<file path="config.mk">
export PLATFORM = sky130hd
export DESIGN_NAME = mem_arbiter
export DESIGN_NICKNAME = d
export VERILOG_FILES = /design/src/rtl/mem_arbiter.sv
export SDC_FILE = /design/constraint.sdc
export NUM_CORES = 1
export LEC_CHECK = 0
export CAP_MARGIN = 20
export CORE_MARGIN = 2
export CORE_UTILIZATION = 41
export DETAILED_ROUTE_END_ITERATION = 12
export PLACE_DENSITY = 0.89
export SKIP_CTS_REPAIR_TIMING = 1
export SYNTH_ARGS = -nofsm -noshare
export SYNTH_HDL_FRONTEND = slang
export SYNTH_SLANG_ARGS = --single-unit
</file>
<file path="constraint.sdc">
create_clock -name clk -period 2.05 [get_ports clk]
set_input_delay 0.3075 -clock clk [delete_from_list [all_inputs] [get_ports clk]]
set_output_delay 0.3075 -clock clk [all_outputs]
set_load 0.01 [all_outputs]
</file>
<file path="src/rtl/mem_arbiter.sv">
// Single-port arbiter between instruction fetch and load/store traffic in front of
// the unified byte-addressed memory; formats sub-word loads and rejects misaligned accesses.
module mem_arbiter #(
  parameter int ADDR_W = 8
) (
  input  logic              clk,
  input  logic              rst,
  input  logic              if_req,
  input  logic [31:0]       if_addr,
  output logic              if_ack,
  output logic [31:0]       if_rdata,
  input  logic              d_req,
  input  logic              d_we,
  input  logic [1:0]        d_size,
  input  logic              d_unsigned,
  input  logic [31:0]       d_addr,
  input  logic [31:0]       d_wdata,
  output logic              d_ack,
  output logic [31:0]       d_rdata,
  output logic              d_err,
  output logic              mem_wena,
  output logic              mem_ba,
  output logic              mem_ha,
  output logic              mem_ua,
  output logic [ADDR_W-1:0] mem_addr,
  output logic [31:0]       mem_din,
  input  logic [31:0]       mem_dout
);

  typedef enum logic [1:0] {IDLE, D_ACC, I_ACC, DONE} state_t;
  typedef enum logic {GNT_DATA, GNT_FETCH} grant_t;

  state_t              state_q, state_d;
  grant_t              grant_q, last_grant_q;
  logic [ADDR_W-1:0]   a_addr;
  logic [1:0]          a_size;
  logic                a_we;
  logic                a_uns;
  logic [31:0]         a_wdata;
  logic                grant_data;
  logic                d_bad;
  logic [31:0]         load_ext;
  logic                unused_addr_bits;

  // Addresses alias by truncation; the high bits are deliberately ignored.
  assign unused_addr_bits = ^{if_addr[31:ADDR_W], d_addr[31:ADDR_W]};

  // Data wins when alone or when fetch was the last port served.
  assign grant_data = d_req && (!if_req || (last_grant_q == GNT_FETCH));
  assign d_bad      = (d_size == 2'b11)
                   || ((d_size == 2'b01) && d_addr[0])
                   || ((d_size == 2'b10) && (d_addr[1:0] != 2'b00));

  // NOTE: every signal written in always_comb gets a default first, so no latch is inferred.
  always_comb begin
    state_d = state_q;
    case (state_q)
      IDLE: begin
        if (grant_data)  state_d = d_bad ? DONE : D_ACC;
        else if (if_req) state_d = I_ACC;
      end
      D_ACC:   state_d = DONE;
      I_ACC:   state_d = DONE;
      DONE:    state_d = IDLE;
      default: state_d = IDLE;
    endcase
  end

  always_comb begin
    load_ext = mem_dout;
    case (a_size)
      2'b00:   load_ext = a_uns ? {24'h0, mem_dout[7:0]}  : {{24{mem_dout[7]}}, mem_dout[7:0]};
      2'b01:   load_ext = a_uns ? {16'h0, mem_dout[15:0]} : {{16{mem_dout[15]}}, mem_dout[15:0]};
      default: load_ext = mem_dout;
    endcase
  end

  // NOTE: sequential state uses non-blocking assignments so every register samples pre-edge values.
  always_ff @(posedge clk or negedge rst) begin
    if (!rst) begin
      state_q      <= IDLE;
      grant_q      <= GNT_FETCH;
      last_grant_q <= GNT_FETCH;
      a_addr       <= '0;
      a_size       <= 2'b00;
      a_we         <= 1'b0;
      a_uns        <= 1'b0;
      a_wdata      <= 32'h0;
      if_rdata     <= 32'h0;
      d_rdata      <= 32'h0;
      d_err        <= 1'b0;
    end else begin
      state_q <= state_d;
      case (state_q)
        IDLE: begin
          if (grant_data) begin
            grant_q <= GNT_DATA;
            a_addr  <= d_addr[ADDR_W-1:0];
            a_size  <= d_size;
            a_we    <= d_we;
            a_uns   <= d_unsigned;
            a_wdata <= d_wdata;
            // Rejected accesses answer immediately; memory is never touched.
            if (d_bad) begin
              d_err   <= 1'b1;
              d_rdata <= 32'h0;
            end
          end else if (if_req) begin
            grant_q <= GNT_FETCH;
            a_addr  <= if_addr[ADDR_W-1:0];
            a_size  <= 2'b10;
            a_we    <= 1'b0;
            a_uns   <= 1'b0;
          end
        end
        D_ACC: begin
          d_err   <= 1'b0;
          d_rdata <= a_we ? 32'h0 : load_ext;
        end
        I_ACC:   if_rdata     <= mem_dout;
        DONE:    last_grant_q <= grant_q;
        default: ;
      endcase
    end
  end

  // Memory strobes come only from registered state, never from the request inputs.
  assign mem_wena = (state_q == D_ACC) && a_we;
  assign mem_ba   = (state_q == D_ACC) && (a_size == 2'b00);
  assign mem_ha   = (state_q == D_ACC) && (a_size == 2'b01);
  assign mem_ua   = (state_q == D_ACC) && a_uns;
  assign mem_din  = (state_q == D_ACC) ? a_wdata : 32'h0;
  assign mem_addr = ((state_q == D_ACC) || (state_q == I_ACC)) ? a_addr : '0;

  assign if_ack = (state_q == DONE) && (grant_q == GNT_FETCH);
  assign d_ack  = (state_q == DONE) && (grant_q == GNT_DATA);

endmodule
</file>
; Word level (Yosys, flattened, before mapping)
; Index checks and enable logic that the tools add are counted.
[op_classes]
eq_ne = 10
reduce_logical = 23
muxes = 24
n_bitwise = 1
[op_table]
columns = operator, count
row1 = 32-bit 2-to-1 mux, 6
row2 = 32-bit case mux with 2 select lines, 2
row3 = 8-bit 2-to-1 mux, 3
row4 = 1-bit logical AND, 9
row5 = "2-bit equality test, second input constant", 4
row6 = 2-bit 2-to-1 mux, 4
row7 = 1-bit 2-to-1 mux, 7
row8 = "2-bit by 1-bit equality test with 1-bit output, second input constant", 3
row9 = 2-bit case mux with 3 select lines, 1
row10 = 2-bit nonzero test, 3
row11 = 2-bit logical NOT, 2
row12 = 1-bit logical OR, 4
row13 = "2-bit != test, second input constant", 2
row14 = 2-bit AND reduction, 2
row15 = "3-bit != test, second input constant", 1
row16 = 3-bit AND reduction, 1
row17 = 1-bit case mux with 2 select lines, 1
row18 = 2-bit OR reduction, 1
row19 = 1-bit logical NOT, 1
row20 = 1-bit inverter, 1
[totals]
regBits = 113
input_bits = 136
out_inout_bits = 111
elab_cells = 69

; Depth between registers and ports, before layout
[depth]
ltp_word = 7
depth_mapped = 8
ltp_nobuf = 6

; Least setup slack after synthesis
; Ideal clock, no wire load.
[synth_timing]
path_kind = register to register
start = reg state_q[1]
end = reg d_rdata[22]
n_path_buf = 2
stages_incl_launch_ff = 9
path_slack_ps = 250
setup_time_ps = 125
synth_period_minus_slack_ps = 1800
t_arrival_ps = 1675
t_required_ps = 1925
cell_sequence = dfrtp_1 inv_1 ha_1 nor2b_1 buf_6 a22oi_4 buf_4 a21oi_1 mux2_4
[synth_between]
elab_chain_cells = 3
word_cells_on_any_way = 7
classes_between = eq/ne (3) / mux (1) / reduce/logical (3)
[synth_rtl]
columns = item, line_no
row1 = "start, declared", 33  ; state_t state_q, state_d;
row2 = "start signal, assigned", 93  ; state_q <= state_d;
row3 = 2-bit by 1-bit equality test with 1-bit output / 2-bit logical NOT (equally long branches), 94  ; case (state_q)
row4 = 2-bit nonzero test (no line) / 2-bit != test (equally long branches), n/a
row5 = 3-bit AND reduction (no line), n/a
row6 = "end signal, assigned", 118  ; d_rdata <= a_we ? 32'h0 : load_ext;
row7 = "end, declared", 19  ; output logic [31:0] d_rdata,
; Several ways; a longest one is shown, not always the timed one.
; A chain may end at the register's enable or synchronous reset.

; Worst setup path after layout
[layout_timing]
start = reg state_q[0]
end = out mem_addr[0]
[layout_between]
elab_chain_cells = 3
word_cells_on_any_way = 4
classes_between = eq/ne (2) / mux (1) / reduce/logical (1)
[layout_rtl]
columns = item, line_no
row1 = 2-bit by 1-bit equality test with 1-bit output / 2-bit equality test (equally long branches), 133  ; assign mem_addr = ((state_q == D_ACC) || (state_q == I_ACC)) ? a_addr : '0;
row2 = 1-bit logical OR *, 133
row3 = 8-bit 2-to-1 mux *, 133
row4 = "end, declared", 25  ; output logic [ADDR_W-1:0] mem_addr,
; Mark *: on every way between the ends. The rest lies on a longest branch, timed or not.

==> flow_summary_export.csv <==
group,metric,value,unit
worst_setup_path,cp_cell_sequence,"inv_2 -> ha_4 -> buf_4 -> and2_1 -> dlymetal6s2s_1",
worst_setup_path,critPathTopFamily,"flip-flops",
synth,synthSimpleGateAreaFrac,7.86,%
synth,ys_types,37,
job,max_cap_viol_count,0,
power,p_seq_share,30.6,%
synth,yosys_warnings,0,
clocking,cts_buffer_depth,2,
power,p_leak,4.45,nW
global_route,grtUsageTotal,20.8,%
worst_setup_path,worstSetupEndpointType,"output pin",
timing,worst_pin_slew,0.504,ns
synth,syn_avg_cell_area,12.6,µm²
routing,wl_met1,5060,µm
synth,synth_area_leaders,"dfrtp_1 (54%), mux2_2 (15%), and2_1 (5.4%)",
placement,dpl-instance-area,7490,µm²
synth,netlist_instances,409,
final_layout,fin_util,68.2,%
floorplan,die_h,116,µm
clocking,cts.reportedPaths.clkPinSlew,0.05,ns
timing,slew_headroom,66.4,%
placement,hpwl,9670,µm
run_status,status,"complete, no violations",
timing,drv_slew,0,
routing,drt-pass1-iter-count,4,
routing,viasPerCell,4.86,
synth,synth_nets,550,
routing,totalWireLength,13500,µm
placement,gp_congestion,0.756,
power,clkPwrFrac,23.4,%
synth,synth_area_leader_cell,"dfrtp_1",
synth,synth-compound-area-share,6.81,%
power,p_switching,4.04,mW
routing,wl_per_cell,16.7,µm
timing,clock_skew,0.00558,ns
global_route,grt_antenna_before_repair,0,
worst_setup_path,crit_slowest_cell,"dfrtp_2",
synth,syn_area,5140,µm²
timing,period_minus_slack,1.95,ns
final_layout,layout-drive-gt1-share,23.4,%
global_route,grt_max_degree,42,
final_layout,nNetsFinal,772,
routing,top_layer,"met4",
power,swShare,31.6,%
global_route,grt_first_pass_wirelength,21200,µm
final_layout,syn_to_final_growth,60.6,%
floorplan,io_pins,247,
synth,synth_top_family_by_area,"multiplexers",
timing,hold_viol_final,0,
timing,max_clock_freq,513,MHz
worst_setup_path,cp_data_arrival_time,1.64,ns
power,intPower,8.75,mW
global_route,grt_overflow,0,
clocking,cts_tree,"done",
routing,num_vias,3948,
floorplan,die_w,116,µm
hold_path,hold_class,"input port to async pin",
worst_setup_path,cp_num_buf_inv,3,
global_route,grt_pass1_vias,4316,
routing,postRouteAntennaNets,0,
synth,ys_seq_elements,113,
routing,drc,0,
placement,portBuffers,198,
final_layout,design_area,8260,µm²
synth,muxShareOfSynthArea,23.6,%
routing,first_iter_violations,202,
clocking,cts_max_level,4,
worst_setup_path,cpPeakStageDelay,0.44,ns
timing,fin_crit_sh,95.1,%
worst_setup_path,cp.required,1.74,ns
timing,setup_violations,0,
routing,wl_met3,993,µm
synth,synthXorXnorAreaFrac,0,%
clocking,cts-root-buf,"clkbuf_16",
floorplan,die-area,13500,µm²
power,pwr_density_cell,1550,nW/µm²
clocking,numCtsBuffers,17,
synth,ys_seq_area_share,55.0,%
clocking,cts.sinks,113,
worst_setup_path,crit_fanout,8,
worst_setup_path,critPathLaunchType,"flip-flop",
routing,met2_length,7160,µm
worst_setup_path,crit_type,"flip-flop to output pin",
final_layout,antenna_cells,0,
synth,yosysTopAreaCellShare,54.0,%
floorplan,core_area,12100,µm²
synth,synthAdderAreaFrac,1.22,%
floorplan,initial_core_util,42.5,%
power,peakVddDrop,0.697,mV
floorplan,core.rowCount,40,
clocking,clk_latency,0.41,ns
power,pwr-share-comb,46.0,%
## worst paths after layout
path / startpoint / endpoint / slack, ns / depth (start not counted)
max reg2reg: state_q[1] / d_rdata[10] / 0.14 / 7
max in group asynchronous: rst / last_grant_q / 0.96 / 3
max: state_q[0] / mem_addr[0] / 0.10 / 5
min reg2reg: grant_q / grant_q / 0.48 / 2
min: rst / if_rdata[27] / 0.43 / 2
min in group clk: grant_q / grant_q / 0.48 / 2
## area by class of cell
| type | instances | area [µm²] |
|---|---|---|
| clock inverter | 11 | 135 |
| tap | 168 | 210 |
| timing repair buffer | 224 | 2390 |
| clock buffer | 21 | 470 |
| fill | 877 | 3850 |
| sequential | 113 | 2830 |
| inverter | 39 | 146 |
| multi-input combinational | 236 | 2070 |
## cell usage after synthesis
cell,instances
buf_2,4
a22oi_4,1
mux2_4,14
nor3_1,1
nor3b_1,1
dfrtp_1,111
a311oi_1,1
dfstp_2,2
a22o_1,3
buf_12,2
buf_1,3
a2bb2oi_4,1
buf_4,1
a21oi_1,18
o21ai_0,18
clkbuf_1,9
inv_1,38
o211ai_1,1
ha_1,5
nor2_1,4
o31ai_2,1
o21ai_1,1
buf_6,2
a21boi_2,1
a21boi_0,1
nor2b_1,2
inv_2,1
mux2i_1,25
mux2_2,67
and3_1,1
o21bai_1,1
o311ai_0,1
o211ai_2,1
nand2b_1,3
nand2_1,17
a21o_1,2
and2_1,44
## stage by stage
step	hold slack (ns)	setup TNS [ns]	worst slack, ns	instances	power (mW)
6_report	0.425	0	0.101	812	12.8
3_3_place_gp	0.304	0	0.00754	778	9.52
5_1_grt	0.456	-0.00143	-0.00143	812	13.5
4_1_cts	-0.135	-17.32	-0.411	810	12.9
2_1_floorplan	0.0119	0	0.250	409	6.89
3_5_place_dp	0.315	-0.241	-0.0478	778	9.81
## cell families after synthesis
family	Yosys count
mux	106
fa+ha+maj	5
buf+inv	60
compound gates	52
simple gates	73
flops	113
## cell usage in the layout (no fill, tap or decap), types with 14 or more instances in the layout
master | Yosys | layout
clkdlybuf4s50_1 | 0 | 151
o21ai_0 | 18 | 17
mux2i_1 | 25 | 25
buf_4 | 1 | 18
a21oi_1 | 18 | 18
mux2_2 | 67 | 67
nand2_1 | 17 | 17
dlymetal6s2s_1 | 0 | 46
mux2_4 | 14 | 14
clkbuf_16 | 0 | 17
and2_1 | 44 | 44
dfrtp_1 | 111 | 110
inv_1 | 38 | 36
## flip-flops by register name (all words and copies together), names as in the netlist
| name | cells |
|---|---|
| a_addr | 8 |
| a_we | 1 |
| a_uns | 1 |
| a_wdata | 32 |
| d_rdata | 32 |
| last_grant_q | 1 |
| a_size | 2 |
| state_q | 2 |
| d_err | 1 |
| if_rdata | 32 |
| grant_q | 1 |
## layer usage
| layer | global-route usage (%) | vias to the layer above |
|---|---|---|
| met5 | 0 | - |
| met4 | 9.92 | 0 |
| met3 | 7.17 | 32 |
| met2 | 36.5 | 163 |
| met1 | 22.4 | 1931 |
| li1 | - | 1822 |
## power groups by stage
stage	clock, mW	combinational (mW)	sequential, mW
6_report	3.00	5.88	3.91
5_1_grt	3.16	6.34	4.05
4_1_cts	3.05	5.94	3.90
3_3_place_gp	0	5.68	3.84
2_1_floorplan	0	2.83	4.06
3_5_place_dp	0	5.89	3.92
Power figures use the tool's default switching activity.
